## src/rtl/free_list_ctrl.sv

```systemverilog
// free_list_ctrl: circular free list of physical registers with flush rollback to a retire pointer (define FREE_LIST_BYPASS_EN to bypass enqueue->dequeue when empty)
module free_list_ctrl #(
  parameter int PHYS_REG_BITS = 6,
  parameter int ARCH_REGS     = 32
) (
  input  logic                     clk,
  input  logic                     rst,
  input  logic                     dequeue,
  output logic [PHYS_REG_BITS-1:0] phys_reg,
  output logic                     is_free_list_empty,
  input  logic                     enqueue,
  input  logic [PHYS_REG_BITS-1:0] enqueue_reg,
  input  logic                     retire_alloc,
  input  logic                     flush,
  output logic [PHYS_REG_BITS:0]   free_count
);
  localparam int DEPTH = 2**PHYS_REG_BITS - ARCH_REGS;
  localparam int AW    = $clog2(DEPTH);
  logic [PHYS_REG_BITS-1:0] mem_q [DEPTH];
  logic [AW:0] head_q, head_d, tail_q, tail_d, ret_q, ret_d, cnt;
  logic empty, full, byp, do_deq, do_enq;
  assign empty = head_q == tail_q;
  assign full  = (head_q[AW-1:0] == tail_q[AW-1:0]) && (head_q[AW] != tail_q[AW]);
`ifdef FREE_LIST_BYPASS_EN
  assign byp = empty && enqueue && dequeue && (enqueue_reg != '0);
`else
  assign byp = 1'b0;
`endif
  // a pop frees a slot in the same cycle, so a full list still accepts a simultaneous return
  assign do_deq = dequeue && (!empty || byp);
  assign do_enq = enqueue && (enqueue_reg != '0) && (!full || do_deq);
  assign cnt    = tail_q - head_q;
  assign phys_reg           = byp ? enqueue_reg : mem_q[head_q[AW-1:0]];
  assign is_free_list_empty = empty && !byp;
  assign free_count         = (PHYS_REG_BITS+1)'(cnt);
  always_comb begin
    ret_d  = ret_q + (AW+1)'(retire_alloc);
    tail_d = tail_q + (AW+1)'(do_enq);
    head_d = flush ? ret_d : head_q + (AW+1)'(do_deq);
  end
  always_ff @(posedge clk) begin
    if (rst) begin
      for (int i = 0; i < DEPTH; i++) mem_q[i] <= PHYS_REG_BITS'(ARCH_REGS + i);
      head_q <= '0;
      ret_q  <= '0;
      tail_q <= (AW+1)'(DEPTH);
    end else begin
      if (do_enq) mem_q[tail_q[AW-1:0]] <= enqueue_reg;
      head_q <= head_d;
      tail_q <= tail_d;
      ret_q  <= ret_d;
    end
  end
`ifndef SYNTHESIS
  always_ff @(posedge clk) begin
    if (!rst) begin
      assert (!(enqueue && (enqueue_reg != '0) && full && !do_deq))
        else $error("free_list_ctrl: enqueue while full dropped");
      assert ((AW+1)'(head_q - ret_q) <= (AW+1)'(DEPTH))
        else $error("free_list_ctrl: retire_head passed head");
    end
  end
`endif
endmodule

```

## config.mk

```make
export PLATFORM = sky130hd
export DESIGN_NAME = free_list_ctrl
export DESIGN_NICKNAME = d
export VERILOG_FILES = /design/src/rtl/free_list_ctrl.sv
export SDC_FILE = /design/constraint.sdc
export NUM_CORES = 1
export LEC_CHECK = 0
export ABC_CLOCK_PERIOD_IN_PS = 7700
export BUFFER_PORTS_ARGS = -buffer_cell sky130_fd_sc_hd__buf_2
export CAP_MARGIN = 20
export CORE_UTILIZATION = 42
export CTS_CLUSTER_SIZE = 30
export DETAILED_ROUTE_END_ITERATION = 8
export HOLD_SLACK_MARGIN = 0.15
export PLACE_DENSITY = 0.65
export SYNTH_ARGS = -nofsm -noshare
export SYNTH_HDL_FRONTEND = slang
export SYNTH_SLANG_ARGS = --single-unit
```

## constraint.sdc

```tcl
create_clock -name clk -period 7.7 [get_ports clk]
set_clock_uncertainty 0.05 [all_clocks]
set_input_delay 2.31 -clock clk [delete_from_list [all_inputs] [get_ports clk]]
set_output_delay 2.31 -clock clk [all_outputs]
set_load 0.005 [all_outputs]
```

After elaboration in Yosys (flattened, before gate mapping)
Memories as Yosys holds them, arrays and structs flattened. A register that Yosys moved wholly into a read port is not among the register bits.
Cells that the tools add are included.
Storage, ports and cells
  flip-flop bits (word level): 18
  input bits: 12
  memories kept: 1
  logic and storage cells: 30
  RAM bits: 192
  output and inout bits: 14
Memory list
  mem_q: words 32, bits a word 6, read ports 1, clocked after memory_dff 1, write ports 32, line 19  | logic [PHYS_REG_BITS-1:0] mem_q [DEPTH];
Cells by class
  reductions and logical operators: 9
  eq/ne operators: 3
  multiplexer cells: 10
  $add $sub $neg: 4
Operator list (count)
  $add A6 B1 Y6: 3
  $mux W6: 2
  $mux W5: 2
  $eq A6 B6 Y1: 1
  $mux W1: 6
  $reduce_bool A6 Y1: 1
  $reduce_or A6 Y1: 1
  $sub A6 B6 Y6: 1
  $eq A5 B5 Y1: 1
  $logic_and A1 B1 Y1: 4
  $logic_not A1 Y1: 2
  $logic_or A1 B1 Y1: 1
  $ne A1 B1 Y1: 1

Logic depth before layout (Yosys ltp)
Gate-level depths: netlist of the first run.
  word-level depth: 10
  mapped depth: 13
  mapped depth without buffers: 11

Worst setup path before layout of the first run
Ideal clock, no wire load.
  path type: reg-to-output
  start point: register head_q[1]
  end point: output port free_count[5]
  required time: 5.340 ns
  setup slack: 3.306 ns
  arrival: 2.034 ns
  cell stages (with the launch flop): 9
  buffers on the path: 2
  cell sequence: dfxtp_1 > buf_1 > buf_2 > inv_1 > ha_1 > nor2b_1 > o21ai_0 > a21oi_1 > o211ai_1
Between the ends
  longest elaborated chain between the ends: 1
RTL lines
  from (decl): line 20  | logic [AW:0] head_q, head_d, tail_q, tail_d, ret_q, ret_d, cnt;
  from (signal assigned): line 44  | head_q <= '0;
  from (signal assigned): line 49  | head_q <= head_d;
  $sub A6 B6 Y6: line 32  | assign cnt = tail_q - head_q;
  to (decl): line 15  | output logic [PHYS_REG_BITS:0] free_count
Every way passes these cells.

==> summary.md, run 1 <==
| Metric | Value |
|---|---|
| Max incr delay on CP | `just under 0.8 ns` |
| Worst-Margin Slew | `between 1 and 1.5 ns` |
| Critical Path AT | `about 3.1 ns` |
| First-pass GRT wire length | `approximately 38 mm` |
| Final period utilization | `between 70% and 80%` |
| Count of pins over their slew limit | `0` |
| Gate Count Post-Synth | `about 780` |
| Worst hold path type | `flip-flop to flip-flop` |
| Via Count | `~6400` |
| Final Hold Fails | `0` |
| Net Count, Synth | `around 810` |
| Ys flop type | `edfxtp_1` |
| Antenna Cells | `0` |
| Ys async rst share | `0%` |
| Final worst slack | `2.22 ns` |
| GRT Resource Usage Total | `a little over a fifth` |
| Pin count of the biggest net entering global routing | `43` |
| Yosys warning total | `0` |
| Layout Nets | `about 800` |
| PwrDens | `~240 nW/um^2` |
| # IOs | `26` |
| FILL cells | `between 2000 and 2500` |
| Drc violations | `0` |
| Vias in the first global route | `~6300` |
| Max Freq | `between 150 and 200 MHz` |
| Worst slew margin | `22.3%` |
| Die area | `between 20000 and 25000 um^2` |
| Die Height | `around 160 um` |
| Max VDD drop | `approximately 0.00017 V` |
| CP Launch Type | `flip-flop` |
| Netlist cell types | `52` |
| Clock Pin Slew Worst Setup and Hold Paths | `roughly 0.06 ns` |
| RSZ-0062 raised after global routing | `no` |
| Setup bufs post-CTS | `0` |
| Clock Path Buffers | `3` |
| Row cnt | `between 50 and 60` |
| Layout cells sized above 1 | `between 10 and 15%` |
| Post-layout minimum cycle time | `around 5.5 ns` |
| Pwr Total | `between 2000 and 3000 uW` |
| Number of synthesized flops with an enable pin | `about 190` |
| CP Data Required Time | `between 5 and 6 ns` |
| Die Width | `around 160 um` |
| DR pass1 iterations | `5` |
| Input/output buffers | `24` |
| Final setup fails | `0` |
| Antenna Nets Post-Route | `0` |
| Setup TNS | `0 ns` |
| CORE AREA | `approximately 23000 um^2` |
| DP HPWL | `16.2 mm` |
| CP Class | `flip-flop to output pin` |
| Sequential area share after synthesis | `between 60% and 70%` |
| Max-Cap Viols | `0` |
| Via/cell ratio | `5.76` |
| Iteration-0 DRC Markers | `686` |
| CTS Root Cell | `clkbuf_16` |
| Post-CTS sizing | `0` |
| Hold Slack | `about 0.45 ns` |
| Critical path fanouts, max | `32` |
| Crit end category | `output pin` |
| WL/cell | `between 20 and 25 um` |
| Clk Latency, worst-skew pair | `~0.5 ns` |
| Critical path's slowest cell | `dfxtp_4` |
| Synthesized area | `9870 um^2` |
| Crit-path cells | `buf_4 -> mux4_2 -> a211oi_1 -> a21oi_1 -> buf_2` |
| Largest delay share family, worst path | `flip-flops` |
| Flop2flop setup slack | `about 3.8 ns` |
| CTS Buf Count | `22` |
| Buf/Inv on CP | `2` |
| Mean post-synth cell area | `~13 um^2` |
| Hold-fix buffers, CTS | `0` |
| Initial antenna violation count | `0` |
| Pleak | `0.00318 uW` |
| #FFs+latches synth | `210` |
| CTS tree | `done` |
| Grt total ovfl | `0` |
| Routability cong. | `about 0.80` |
| Initial Util | `between 40% and 50%` |
| Status | `completed` |
| Final wirelength | `approximately 25 mm` |
| Clock sink total | `between 200 and 250` |
| H-Tree Depth | `1` |
| Pre-CTS setup slack | `~2.4 ns` |
| Area grow syn2layout | `10.2%` |
## through the flow
step,utilization [%],area [um^2],std cells
2_1_floorplan,-,9870,784
3_3_place_gp,44.5,10200,1068
3_5_place_dp,44.7,10200,1069
4_1_cts,47.6,10900,1108
5_1_grt,47.6,10900,1108
6_report,47.6,10900,1108
## cell type report
cell class | instances | area [um^2] | area share, %
Timing Repair Buffer | 31 | 193 | 1.77
Clock buffer | 29 | 598 | 5.50
Inverter | 11 | 41.3 | 0.380
Multi-Input combinational cell | 504 | 3450 | 31.7
Sequential cell | 210 | 6130 | 56.4
Clock inverter | 10 | 75.1 | 0.690
Tap cell | 313 | 392 | 3.60
## flip-flops by register name (all words and copies together), names as in the netlist
register  cells
head_q        6
ret_q         6
tail_q        6
mem_q       192
## layout by cell type (no fill, tap or decap), types with 3 or more instances in the layout
master / count
a211oi_1: 9
a21oi_1: 14
a22o_1: 5
a22oi_1: 7
and3_1: 10
buf_2: 24
buf_4: 6
clkbuf_1: 6
clkbuf_16: 23
clkinv_1: 4
clkinv_2: 3
dfxtp_1: 16
edfxtp_1: 192
ha_1: 11
inv_1: 11
mux2i_1: 24
mux4_2: 37
nand2_1: 130
nand3_1: 16
nand3_2: 3
nand3b_1: 3
nand4_1: 6
nor2_1: 117
nor2b_1: 8
nor3_1: 10
nor4_2: 3
o21ai_0: 34
o221ai_1: 11
or3_1: 7
xnor2_1: 6
xor2_1: 7
## synthesized netlist by cell type (4+ instances only)
cell type	instances	area, um^2
a211oi_1	9	67.6
a21oi_1	14	70.1
a22o_1	5	43.8
a22oi_1	7	52.6
and3_1	10	62.6
buf_1	5	18.8
buf_2	16	80.1
buf_4	4	30.0
buf_6	4	45.0
clkbuf_1	29	109
dfxtp_1	18	360
edfxtp_1	192	5770
ha_1	11	138
inv_1	11	41.3
mux2i_1	24	240
mux4_2	37	833
nand2_1	130	488
nand3_1	16	80.1
nand4_1	6	37.5
nor2_1	117	439
nor2b_1	8	50.1
nor3_1	10	50.1
nor4_1	6	37.5
o21ai_0	34	170
o221ai_1	11	96.3
or3_1	7	43.8
xnor2_1	6	52.6
xor2_1	7	61.3
## layer usage
layer | up-vias | global-route usage, % | wire length, um
met5 | - | 0 | 0
met4 | 0 | 7.61 | 656
met2 | 313 | 35.3 | 12200
met3 | 47 | 4.15 | 2530
li1 | 2872 | - | -
met1 | 3147 | 29.0 | 10000
## path summary, 6_finish.rpt
| check | startpoint | depth (start not counted) | to |
|---|---|---|---|
| worst max register to register | head_q[4] | 6 | mem_q[7][3] |
| worst min-delay path | ret_q[5] | 2 | ret_q[5] |
| worst max-delay path | head_q[0] | 5 | phys_reg[1] |
| worst min register to register | ret_q[5] | 2 | ret_q[5] |
## report_power, final
| group | internal [uW] | switching, uW |
|---|---|---|
| Clock | 579 | 423 |
| Combinational | 101 | 162 |
| Sequential | 1260 | 28.5 |
| Total | 1940 | 614 |
## kinds of logic (layout without fill, tap and decap cells)
kind of cell / after synthesis / count (layout) / synth area share (%)
flip-flops: 210 / 210 / 62.1
multiplexers: 61 / 61 / 10.9
adder cells (fa/ha/maj): 12 / 12 / 1.60
AND/OR/NAND/NOR: 330 / 330 / 14.9
buffers and inverters: 70 / 81 / 3.44
AO/OA/AOI/OAI: 86 / 86 / 5.72
XOR/XNOR: 14 / 14 / 1.32
other: 1 / 1 / 0.0380
## worst reg2reg max path, delay by kind of cell (launching register included)
kind                       cells  cell delay (ns)
and+or+nand+nor                3             1.67
buffers and inverters          1             0.25
AOI/OAI and AO/OA              1             0.55
DFF                            1             0.60
adders and majority gates      1             0.44
(Power assumes the default switching activity.)
==> run 2: changes to the inputs <==
Settings changed: ABC_CLOCK_PERIOD_IN_PS 7700 to 4500, PLACE_DENSITY 0.65 to 0.68.
Clock period 7.7 ns to 4.5 ns, I/O delays scaled along.
==> summary.md, run 2 (synthesis results as in run 1) <==
| Metric | Value |
|---|---|
| Max-Cap Viols | `0` |
| H-Tree Depth | `1` |
| RSZ-0062 raised after global routing | `no` |
| Area grow syn2layout | `13.5%` |
| Commonest non-fill, non-tap cell in the layout | `edfxtp_1` |
| Clock Pin Slew Worst Setup and Hold Paths | `around 0.060 ns` |
| Status | `completed` |
| Layout cells sized above 1 | `about a fifth` |
| Critical R2R Launch | `tail_q[2]` |
| Max FFs per register | `around 190` |
| Pin count of the biggest net entering global routing | `25` |
| Critical Path AT | `between 2 and 3 ns` |
| Setup TNS | `0 ns` |
| CORE AREA | `approximately 23000 um^2` |
| Layout Nets | `842` |
| Vias in the first global route | `6400` |
| Initial Util | `about 43%` |
| Pleak | `roughly 0.0034 uW` |
| Final wirelength | `roughly 26 mm` |
| Flop2flop setup slack | `0.86 ns` |
| Crit end category | `output pin` |
| Hold Slack | `0.470 ns` |
| DR pass1 iterations | `5` |
| Reg area | `just over 6000 um^2` |
| CP Launch Type | `flip-flop` |
| Die Height | `around 160 um` |
| DP HPWL | `approximately 17 mm` |
| CP Launch Point | `head_q[3]` |
| CTS Root Cell | `clkbuf_16` |
| CP most frequent cell | `a21oi_1` |
| Max Freq | `243 MHz` |
| Antenna Nets Post-Route | `0` |
| PwrDens | `between 300 and 400 nW/um^2` |
| Max incr delay on CP | `between 0.6 and 0.7 ns` |
| Die Width | `approximately 160 um` |
| Final period utilization | `91.5%` |
| Via/cell ratio | `~5.8` |
| Final Core Density | `roughly 49%` |
| Worst r2r dst | `mem_q[27][4]` |
| CP Data Required Time | `about 3.1 ns` |
| Iteration-0 DRC Markers | `895` |
| CTS tree | `done` |
| Clock Path Buffers | `3` |
| Setup bufs post-CTS | `0` |
| Clock sink total | `210` |
| R2r worst-path depth | `6` |
| Most frequent cells in the layout | `edfxtp_1, nand2_1, nor2_1` |
| Final setup fails | `0` |
| Row cnt | `55` |
| Pre-CTS setup slack | `about 0.44 ns` |
| Final Hold Fails | `0` |
| GRT Resource Usage Total | `between 20% and 30%` |
| Worst-Margin Slew | `approximately 1.1 ns` |
| Routability cong. | `between 0.8 and 0.9` |
| Hold-fix buffers, CTS | `0` |
| Multi-input logic area | `around 3400 um^2` |
| Crit-path cells | `nand3b_1 -> o221ai_1 -> a21oi_1 -> a21oi_1 -> buf_2` |
| Critical path's slowest cell | `dfxtp_1` |
| Grt total ovfl | `0` |
| Largest Register | `mem_q` |
| Initial antenna violation count | `1` |
| CP Class | `flip-flop to output pin` |
| Drc violations | `0` |
| Input/output buffers | `24` |
| FILL cells | `between 2000 and 2500` |
| Worst hold path type | `flip-flop to flip-flop` |
| Post-CTS sizing | `0` |
| Via Count | `roughly 6600` |
| Critical path fanouts, max | `11` |
| Max VDD drop | `around 0.00034 V` |
| # IOs | `26` |
| Die area | `~24000 um^2` |
| Post-layout minimum cycle time | `~4.1 ns` |
| WL/cell | `between 20 and 25 um` |
| Worst setup endpoint | `phys_reg[3]` |
| Worst slew margin | `approximately a quarter` |
| CTS Buf Count | `22` |
| Final worst slack | `around 0.38 ns` |
| Clk Latency, worst-skew pair | `about 0.50 ns` |
| Count of pins over their slew limit | `0` |
| First-pass GRT wire length | `38.5 mm` |
## run 2: cell types whose count changed in the layout (fill, tap and decap cells not counted), sizes merged
cell    delta
bufinv     +1
clkbuf     -3
buf       +37
clkinv     +3
diode      +1
## run 2: layer usage
| metal | GRT usage [%] | part of all wire, % | vias up |
|---|---|---|---|
| met5 | 0 | 0 | - |
| met4 | 7.38 | 2.7 | 0 |
| met3 | 4.40 | 11 | 49 |
| met2 | 34.9 | 47 | 377 |
| met1 | 29.9 | 39 | 3232 |
| li1 | - | - | 2944 |
## run 2: cell type report
cell class / count / area share [%]
diodes: 1 / 0.0223
clock buffers: 25 / 5.21
clock inverters: 14 / 1.08
multi-input cells: 504 / 30.8
flip-flops and latches: 210 / 54.7
well taps: 313 / 3.50
repair buffers: 69 / 4.29
inverters: 11 / 0.369
## run 2: stage by stage
stage | area [um^2] | total power [uW] | instances
2_1_floorplan | 9870 | 2550 | 784
3_3_place_gp | 10500 | 2730 | 1105
3_5_place_dp | 10500 | 2740 | 1105
4_1_cts | 11200 | 4490 | 1144
5_1_grt | 11200 | 4600 | 1146
6_report | 11200 | 4470 | 1147
## run 2: where the power goes
part	leakage, uW	total, uW	internal (uW)	switching [uW]
clock network	0.000344	1780	1040	736
logic	0.00130	484	197	286
registers	0.00173	2210	2160	49.2
## run 2: how the worst min path moves through the flow
stage	startpoint	end	slack (ns)	cells after the start
2_1_floorplan	ret_q[5]	ret_q[5]	0.41	2
3_3_place_gp	ret_q[5]	ret_q[5]	0.45	2
3_5_place_dp	ret_q[5]	ret_q[5]	0.46	2
4_1_cts	ret_q[5]	ret_q[5]	0.47	2
5_1_grt	ret_q[5]	ret_q[5]	0.50	2
6_report	ret_q[5]	ret_q[5]	0.47	2
## run 2: critical path: cells and delay by family (launching register included)
family / cells / cell delay, ns
compound gates: 3 / 0.87
flops: 1 / 0.64
simple gates: 1 / 0.55
buf+inv: 1 / 0.15
